==> src/rtl/fetch_if.sv <==
// Bus between the fetch stage and its neighbours: debug-unit imem loading,
// decode redirects/stall/halt, and the IF/ID outputs consumed by decode.
interface fetch_if #(
    parameter int NB_DATA = 32,
    parameter int NB_PC   = 7
);
    logic               imem_wr_en_i;
    logic [NB_PC-1:0]   imem_wr_addr_i;
    logic [NB_DATA-1:0] imem_wr_data_i;
    logic               start_i;
    logic               enable_i;
    logic               stall_i;
    logic               pc_branch_or_jump_i;
    logic [1:0]         pc_src_i;
    logic [NB_PC-1:0]   address_branch_i;
    logic [NB_PC-1:0]   address_jump_i;
    logic [NB_PC-1:0]   address_register_i;
    logic               halt_i;
    logic [NB_DATA-1:0] instruction_o;
    logic [NB_PC-1:0]   pc_decode_o;
    logic [NB_PC-1:0]   pc_o;
    logic               halted_o;

    modport master (
        output imem_wr_en_i, imem_wr_addr_i, imem_wr_data_i, start_i, enable_i,
               stall_i, pc_branch_or_jump_i, pc_src_i, address_branch_i,
               address_jump_i, address_register_i, halt_i,
        input  instruction_o, pc_decode_o, pc_o, halted_o
    );

    modport slave (
        input  imem_wr_en_i, imem_wr_addr_i, imem_wr_data_i, start_i, enable_i,
               stall_i, pc_branch_or_jump_i, pc_src_i, address_branch_i,
               address_jump_i, address_register_i, halt_i,
        output instruction_o, pc_decode_o, pc_o, halted_o
    );
endinterface

==> src/rtl/fetch_top.sv <==
// Instruction-fetch stage with its IF/ID pipeline register. Holds the PC and a
// debug-loaded instruction memory; follows decode's redirects, stall and halt.
module fetch_top #(
    parameter int NB_DATA   = 32,
    parameter int NB_PC     = 7,
    parameter int IMEM_SIZE = 128
) (
    input logic   clock_i,
    input logic   reset_i,
    fetch_if.slave bus
);
    typedef enum logic [1:0] {LOAD, RUN, HALTED} state_t;

    state_t             state_q, state_d;
    logic [NB_PC-1:0]   pc_q, pc_d;
    logic [NB_PC-1:0]   pc_decode_q, pc_decode_d;
    logic [NB_DATA-1:0] instr_q, instr_d;
    logic               halted_q, halted_d;

    logic [NB_DATA-1:0] imem [IMEM_SIZE];
    logic [NB_DATA-1:0] fetch_word;
    logic [NB_PC-1:0]   pc_inc;
    logic [NB_PC-1:0]   redirect_target;
    logic               redirect;

    assign fetch_word = imem[pc_q];
    assign pc_inc     = pc_q + NB_PC'(1);
    assign redirect   = bus.pc_branch_or_jump_i && (bus.pc_src_i != 2'b00);

    always_comb begin
        redirect_target = bus.address_register_i;
        case (bus.pc_src_i)
            2'b01:   redirect_target = bus.address_branch_i;
            2'b10:   redirect_target = bus.address_jump_i;
            default: redirect_target = bus.address_register_i;
        endcase
    end

    // Priority within RUN: halt, then stall, then redirect, then sequential fetch.
    always_comb begin
        state_d     = state_q;
        pc_d        = pc_q;
        pc_decode_d = pc_decode_q;
        instr_d     = instr_q;
        halted_d    = halted_q;
        case (state_q)
            LOAD: begin
                pc_d        = '0;
                pc_decode_d = '0;
                instr_d     = '0;
                halted_d    = 1'b0;
                if (bus.start_i) state_d = RUN;
            end
            RUN: begin
                if (bus.enable_i) begin
                    if (bus.halt_i) begin
                        instr_d     = '0;
                        pc_decode_d = '0;
                        halted_d    = 1'b1;
                        state_d     = HALTED;
                    end else if (bus.stall_i) begin
                        pc_d = pc_q;
                    end else if (redirect) begin
                        pc_d        = redirect_target;
                        instr_d     = '0;
                        pc_decode_d = '0;
                    end else begin
                        pc_d        = pc_inc;
                        instr_d     = fetch_word;
                        pc_decode_d = pc_inc;
                    end
                end
            end
            HALTED: begin
                instr_d     = '0;
                pc_decode_d = '0;
                halted_d    = 1'b1;
            end
            default: state_d = LOAD;
        endcase
    end

    always_ff @(posedge clock_i) begin
        if (reset_i) begin
            state_q     <= LOAD;
            pc_q        <= '0;
            pc_decode_q <= '0;
            instr_q     <= '0;
            halted_q    <= 1'b0;
        end else begin
            state_q     <= state_d;
            pc_q        <= pc_d;
            pc_decode_q <= pc_decode_d;
            instr_q     <= instr_d;
            halted_q    <= halted_d;
        end
    end

    // Memory contents survive reset so a program can be rerun without reloading.
    always_ff @(posedge clock_i) begin
        if (state_q == LOAD && bus.imem_wr_en_i) begin
            imem[bus.imem_wr_addr_i] <= bus.imem_wr_data_i;
        end
    end

    assign bus.instruction_o = instr_q;
    assign bus.pc_decode_o   = pc_decode_q;
    assign bus.pc_o          = pc_q;
    assign bus.halted_o      = halted_q;
endmodule
==> src/flat_wrapper.sv <==
// flat-port wrapper written by rule: the top's interface ports become plain ports
module fetch_top_flat 
#(
    parameter int NB_DATA   = 32,
    parameter int NB_PC     = 7,
    parameter int IMEM_SIZE = 128
)
  (clock_i, reset_i, bus_imem_wr_en_i, bus_imem_wr_addr_i, bus_imem_wr_data_i, bus_start_i, bus_enable_i, bus_stall_i, bus_pc_branch_or_jump_i, bus_pc_src_i, bus_address_branch_i, bus_address_jump_i, bus_address_register_i, bus_halt_i, bus_instruction_o, bus_pc_decode_o, bus_pc_o, bus_halted_o);
  fetch_if #(.NB_DATA(NB_DATA), .NB_PC(NB_PC)) bus_i ();
  input logic clock_i;
  input logic reset_i;
  input wire logic [$bits(bus_i.imem_wr_en_i)-1:0] bus_imem_wr_en_i;
  input wire logic [$bits(bus_i.imem_wr_addr_i)-1:0] bus_imem_wr_addr_i;
  input wire logic [$bits(bus_i.imem_wr_data_i)-1:0] bus_imem_wr_data_i;
  input wire logic [$bits(bus_i.start_i)-1:0] bus_start_i;
  input wire logic [$bits(bus_i.enable_i)-1:0] bus_enable_i;
  input wire logic [$bits(bus_i.stall_i)-1:0] bus_stall_i;
  input wire logic [$bits(bus_i.pc_branch_or_jump_i)-1:0] bus_pc_branch_or_jump_i;
  input wire logic [$bits(bus_i.pc_src_i)-1:0] bus_pc_src_i;
  input wire logic [$bits(bus_i.address_branch_i)-1:0] bus_address_branch_i;
  input wire logic [$bits(bus_i.address_jump_i)-1:0] bus_address_jump_i;
  input wire logic [$bits(bus_i.address_register_i)-1:0] bus_address_register_i;
  input wire logic [$bits(bus_i.halt_i)-1:0] bus_halt_i;
  output wire logic [$bits(bus_i.instruction_o)-1:0] bus_instruction_o;
  output wire logic [$bits(bus_i.pc_decode_o)-1:0] bus_pc_decode_o;
  output wire logic [$bits(bus_i.pc_o)-1:0] bus_pc_o;
  output wire logic [$bits(bus_i.halted_o)-1:0] bus_halted_o;
  assign bus_i.imem_wr_en_i = bus_imem_wr_en_i;
  assign bus_i.imem_wr_addr_i = bus_imem_wr_addr_i;
  assign bus_i.imem_wr_data_i = bus_imem_wr_data_i;
  assign bus_i.start_i = bus_start_i;
  assign bus_i.enable_i = bus_enable_i;
  assign bus_i.stall_i = bus_stall_i;
  assign bus_i.pc_branch_or_jump_i = bus_pc_branch_or_jump_i;
  assign bus_i.pc_src_i = bus_pc_src_i;
  assign bus_i.address_branch_i = bus_address_branch_i;
  assign bus_i.address_jump_i = bus_address_jump_i;
  assign bus_i.address_register_i = bus_address_register_i;
  assign bus_i.halt_i = bus_halt_i;
  assign bus_instruction_o = bus_i.instruction_o;
  assign bus_pc_decode_o = bus_i.pc_decode_o;
  assign bus_pc_o = bus_i.pc_o;
  assign bus_halted_o = bus_i.halted_o;
  fetch_top #(.NB_DATA(NB_DATA), .NB_PC(NB_PC), .IMEM_SIZE(IMEM_SIZE)) u_core (.clock_i(clock_i), .reset_i(reset_i), .bus(bus_i));
endmodule
==> config.mk <==
export PLATFORM = sky130hd
export DESIGN_NAME = fetch_top_flat
export DESIGN_NICKNAME = d
export VERILOG_FILES = /design/src/rtl/fetch_if.sv /design/src/rtl/fetch_top.sv /design/src/flat_wrapper.sv
export SDC_FILE = /design/constraint.sdc
export NUM_CORES = 2
export LEC_CHECK = 0
export ABC_AREA = 1
export CORE_MARGIN = 1.5
export CORE_UTILIZATION = 40
export DETAILED_ROUTE_END_ITERATION = 10
export GPL_ROUTABILITY_DRIVEN = 0
export HOLD_SLACK_MARGIN = 0.12
export PLACE_DENSITY = 0.51
export SKIP_CTS_REPAIR_TIMING = 1
export SLEW_MARGIN = 40
export SYNTH_ARGS = -nofsm -noshare
export SYNTH_HDL_FRONTEND = slang
export SYNTH_SLANG_ARGS = --single-unit
==> constraint.sdc <==
create_clock -name clock_i -period 6.2 [get_ports clock_i]
set_input_delay 1.24 -clock clock_i [delete_from_list [all_inputs] [get_ports clock_i]]
set_output_delay 1.24 -clock clock_i [all_outputs]
set_load 0.01 [all_outputs]
==> results by stage <==
Synthesis:
- Ranked by total cell area, the synthesized netlist is headed by sky130_fd_sc_hd__edfxtp_1, sky130_fd_sc_hd__nand3_1, sky130_fd_sc_hd__nand2_1.
- The share of the yosys chip area belonging to registers is between 70% and 80%.
- The total nets after synthesis is 13.72k.
- In the post-synthesis netlist, the cell with the most instances is sky130_fd_sc_hd__nand2_1.
- The mean cell area of the mapped netlist is about 12 µm².
- By count the netlist is led by sky130_fd_sc_hd__nand2_1, sky130_fd_sc_hd__edfxtp_1, sky130_fd_sc_hd__nand3_1.
- Yosys printed 0 warnings.
- The synthesized flop and latch total is approximately 4.2k.
- The cell area after synthesis is 166700 µm².
- The share of the synthesized area in the top cell type is 73.80%.
- The number of flops mapped to enable cells by yosys is between 4k and 5k.
- The dominant register cell in the synthesized netlist is sky130_fd_sc_hd__edfxtp_1.
- The gate count of the mapped netlist is 13.64k.
- The cell type with the highest aggregate area in the netlist is sky130_fd_sc_hd__edfxtp_1.
- The post-synthesis async set-or-reset flop share is 0%.
- Counting distinct cell types in the post-synthesis netlist gives 30.

Drt:
- Dividing the detail-routed via count by the number of cells gives roughly 5.6.
- The final layout contains routed wiring with a total length of 542.7 mm.
- The first TritonRoute pass finished after 6 iterations.
- The average detailed-routed wire length per instance is 27.87 µm.
- After the first detailed-routing iteration, the DRC count stood at 13.46k.
- Detailed routing inserted a total of 108.5k vias.
- The remaining number of nets flagged by the antenna check after routing is 0.
- The total DRC errors in the routed layout is 0.

Run status:
- The flow ran to the end, and the final reports show no timing, DRC or antenna violations.

Timing:
- The setup total negative slack is 0 ns.
- Clock skew on the completed layout was measured at between 0.05 and 0.06 ns.
- At the pin with the least slew margin, the transition time is 0.9934 ns.
- The worst pin sits at a relative slew slack of ~34%.
- The setup slack after layout is 1.917 ns.
- Setup repair after global routing left no endpoint under its margin.
- On the final layout, the worst hold slack is 0.4599 ns.
- The share of the cycle needed by the critical path after routing is between 60% and 70%.
- The setup violation total in the final timing report is 0.
- The number of failing hold endpoints at the final stage came to 0.
- The number of pins exceeding their max-slew limit in the final report came to 0.
- The worst path in the final design needs a cycle of 4.283 ns, including I/O delays and setup.
- The maximum operating frequency is 233.5 MHz.

Die:
- In this run the count of I/O pins placed on the die edge is approximately 120.
- The width of the die is about 650 µm.
- The floorplan die height is roughly 650 µm.
- Once the floorplan was initialized, standard cells occupied 40.26% of the core.
- The floorplan step defined a core boundary enclosing 414000 µm².
- The initialized floorplan defines 236 standard-cell rows.
- The full die area is 420600 µm².

Clock network:
- The later pin in the worst-skew pair is clocked with a latency of 0.98 ns.
- TritonCTS built the clock tree.
- The CTS H-tree depth is 5.
- The clock edge transition at the registers on the reported setup and hold paths is roughly 0.060 ns.
- The number of clock buffers added by TritonCTS is 442.
- The clock passes through at most 4 buffers.
- The tree built by TritonCTS fans out to slightly above 4k sinks.
- The buffer type at the clock tree root is sky130_fd_sc_hd__clkbuf_16.

Power:
- Across the VDD grid, the largest voltage drop is 241.9 µV.
- The analysis attributes to cell leakage a power of 64.12 nW.
- Power spread over the standard cell area amounts to 313.7 nW/µm².
- Overall power consumption after layout is estimated at 59.19 mW.

Worst setup path:
- The critical path endpoint is u_core.bus.instruction_o[26]$_SDFFE_PP0P_.
- The largest stage delay on the critical path is 0.50 ns.
- Across all register-to-register paths, the minimum setup slack is 1.92 ns.
- In this design, the critical path's most frequently occurring cell is sky130_fd_sc_hd__nand3_1.
- The critical path is of the reg2reg type.
- The slowest cell on the critical path is sky130_fd_sc_hd__dfxtp_4.
- In this run the critical register-to-register path is captured at u_core.bus.instruction_o[26]$_SDFFE_PP0P_.
- Traced cell by cell, the critical path runs through inv_8 -> buf_16 -> buf_12 -> buf_4 -> nand3_1 -> nand3_1 -> nand3_1 -> nand3_1 -> nand3_1 -> nand3_1 -> nand2_1 -> nand2_1 -> a21oi_1.
- The instance count on the critical path is 13.
- The cell family with the largest share of critical-path delay is simple AND/OR/NAND/NOR gates.
- The number of buffer and inverter instances along the worst setup path is 4.
- The worst setup path is captured at a flop.
- The worst setup path is launched from a flop.
- Of all nets on the critical path, the largest fanout is 71.
- For the worst flop-to-flop path, the logic depth is 13.
- The required arrival time at the worst endpoint is between 7 and 8 ns.
- The data arrival time at the worst-slack endpoint is 5.12 ns.

Global route:
- Entering global routing, the biggest net connects 180 pins.
- After global routing the overflow that remains totals 0.
- Across every metal layer, demand over resource in global routing totals 25.28%.
- The initial antenna violation count is 34.
- The first global-routing pass estimated 766.2 mm of wire.
- The number of global-route vias before repair is ~100k.

Placed design:
- The number of placed instances, taps included, is 18.66k.
- The HPWL after detailed placement is 315.0 mm.
- At the placement stage, the worst setup path has a slack of 1.047 ns.
- The number of buffer cells added on primary ports is 116.

Layout:
- The count of nets after finishing is around 14k.
- The filler cells instantiated in the layout total 37.08k.
- From synthesis to final layout, the design area changed by 13.19%.
- The post-route netlist has 8.193% of its cells at a drive strength greater than 1.
- Leaving out filler cells and counting taps, the final layout contains ~19k.

Worst hold path:
- The path class of the tightest hold or removal check is reg2reg.

Flow run:
- The tool flagged a number of max-cap violations equal to 0.
[how the worst min path moves through the flow]
stage,from,end,cells past startpoint
finish,u_core.bus.halted_o$_SDFFE_PP0P_,u_core.bus.halted_o$_SDFFE_PP0P_,2
global route,u_core.bus.instruction_o[11]$_SDFFE_PP0P_,u_core.bus.instruction_o[11]$_SDFFE_PP0P_,2
CTS,u_core.bus.halted_o$_SDFFE_PP0P_,u_core.bus.halted_o$_SDFFE_PP0P_,2
detailed placement,u_core.bus.halted_o$_SDFFE_PP0P_,u_core.bus.halted_o$_SDFFE_PP0P_,2
global placement,u_core.bus.halted_o$_SDFFE_PP0P_,u_core.bus.halted_o$_SDFFE_PP0P_,2
floorplan,u_core.bus.halted_o$_SDFFE_PP0P_,u_core.bus.halted_o$_SDFFE_PP0P_,2
[state kept, by name, summed over array words and instances, names as in the netlist, named ones only]
| signal | count |
|---|---|
| u_core.bus.halted_o | 1 |
| u_core.imem | 4096 |
| u_core.state_q | 2 |
| u_core.bus.pc_decode_o | 7 |
| u_core.bus.instruction_o | 32 |
| u_core.bus.pc_o | 7 |
[worst register-to-register path: stages, from the launching register on]
cell and delay [ns]:
sky130_fd_sc_hd__dfxtp_4 0.50, sky130_fd_sc_hd__inv_8 0.44, sky130_fd_sc_hd__buf_16 0.36, sky130_fd_sc_hd__buf_12 0.44
sky130_fd_sc_hd__buf_4 0.40, sky130_fd_sc_hd__nand3_1 0.18, sky130_fd_sc_hd__nand3_1 0.17, sky130_fd_sc_hd__nand3_1 0.30
sky130_fd_sc_hd__nand3_1 0.20, sky130_fd_sc_hd__nand3_1 0.31, sky130_fd_sc_hd__nand3_1 0.43, sky130_fd_sc_hd__nand2_1 0.25
sky130_fd_sc_hd__nand2_1 0.12, sky130_fd_sc_hd__a21oi_1 0.07
[logic make-up (layout without fill, tap and decap cells)]
kind of cell               Yosys count  in the layout  synth area share (%)
adders and majority gates            8              8               0.06006
AOI/OAI and AO/OA                   79             79                0.2703
and+or+nand+nor                   8439           8439                 22.06
buffers and inverters              965           1309                 3.133
DFF                               4152           4152                 74.47
other                                0              9                     0
xor gates and xnor gates             1              1              0.005256
[through the flow]
stage	area [µm²]	utilization, %
after CTS	188500	45.52
after global routing	188600	45.57
after floorplan	166700	-
after global placement	174200	42.08
final	188700	45.57
after detailed placement	174600	42.19
[cell type report]
type | count | area, µm² | share of cell area (%)
sequential | 4152 | 124100 | 65.80
multi-input combinational | 8527 | 38340 | 20.32
clock buffer | 543 | 11680 | 6.192
tap | 5474 | 6849 | 3.630
timing repair buffer | 471 | 5296 | 2.807
clock inverter | 252 | 2122 | 1.125
inverter | 43 | 205.2 | 0.1088
antenna | 9 | 22.52 | 0.01194
[power by group]
group          total [mW]  switching [mW]  leakage (nW)  internal [mW]
registers            31.0          0.0617          37.3           30.9
logic                2.65            2.10          20.1          0.558
clock network        25.5            10.9          6.76           14.6
[layer usage]
layer	share of wire, %	GRT usage, %
met5	0.0013	0
met2	48	41.38
met1	40	33.90
met3	7.0	3.283
met4	4.9	10.98
[placed cells by master (no fill, tap or decap), types with 31 or more instances in the layout]
master and n:
sky130_fd_sc_hd__a21oi_1 49, sky130_fd_sc_hd__buf_12 89, sky130_fd_sc_hd__buf_4 256, sky130_fd_sc_hd__bufinv_16 31
sky130_fd_sc_hd__clkbuf_1 88, sky130_fd_sc_hd__clkbuf_16 452, sky130_fd_sc_hd__clkdlybuf4s50_1 83, sky130_fd_sc_hd__clkinv_1 107
sky130_fd_sc_hd__clkinv_2 84, sky130_fd_sc_hd__dfxtp_1 50, sky130_fd_sc_hd__edfxtp_1 4096, sky130_fd_sc_hd__inv_1 33
sky130_fd_sc_hd__nand2_1 4231, sky130_fd_sc_hd__nand3_1 4040, sky130_fd_sc_hd__nor2_4 127
Note: power is estimated with default switching activity, not from simulation.
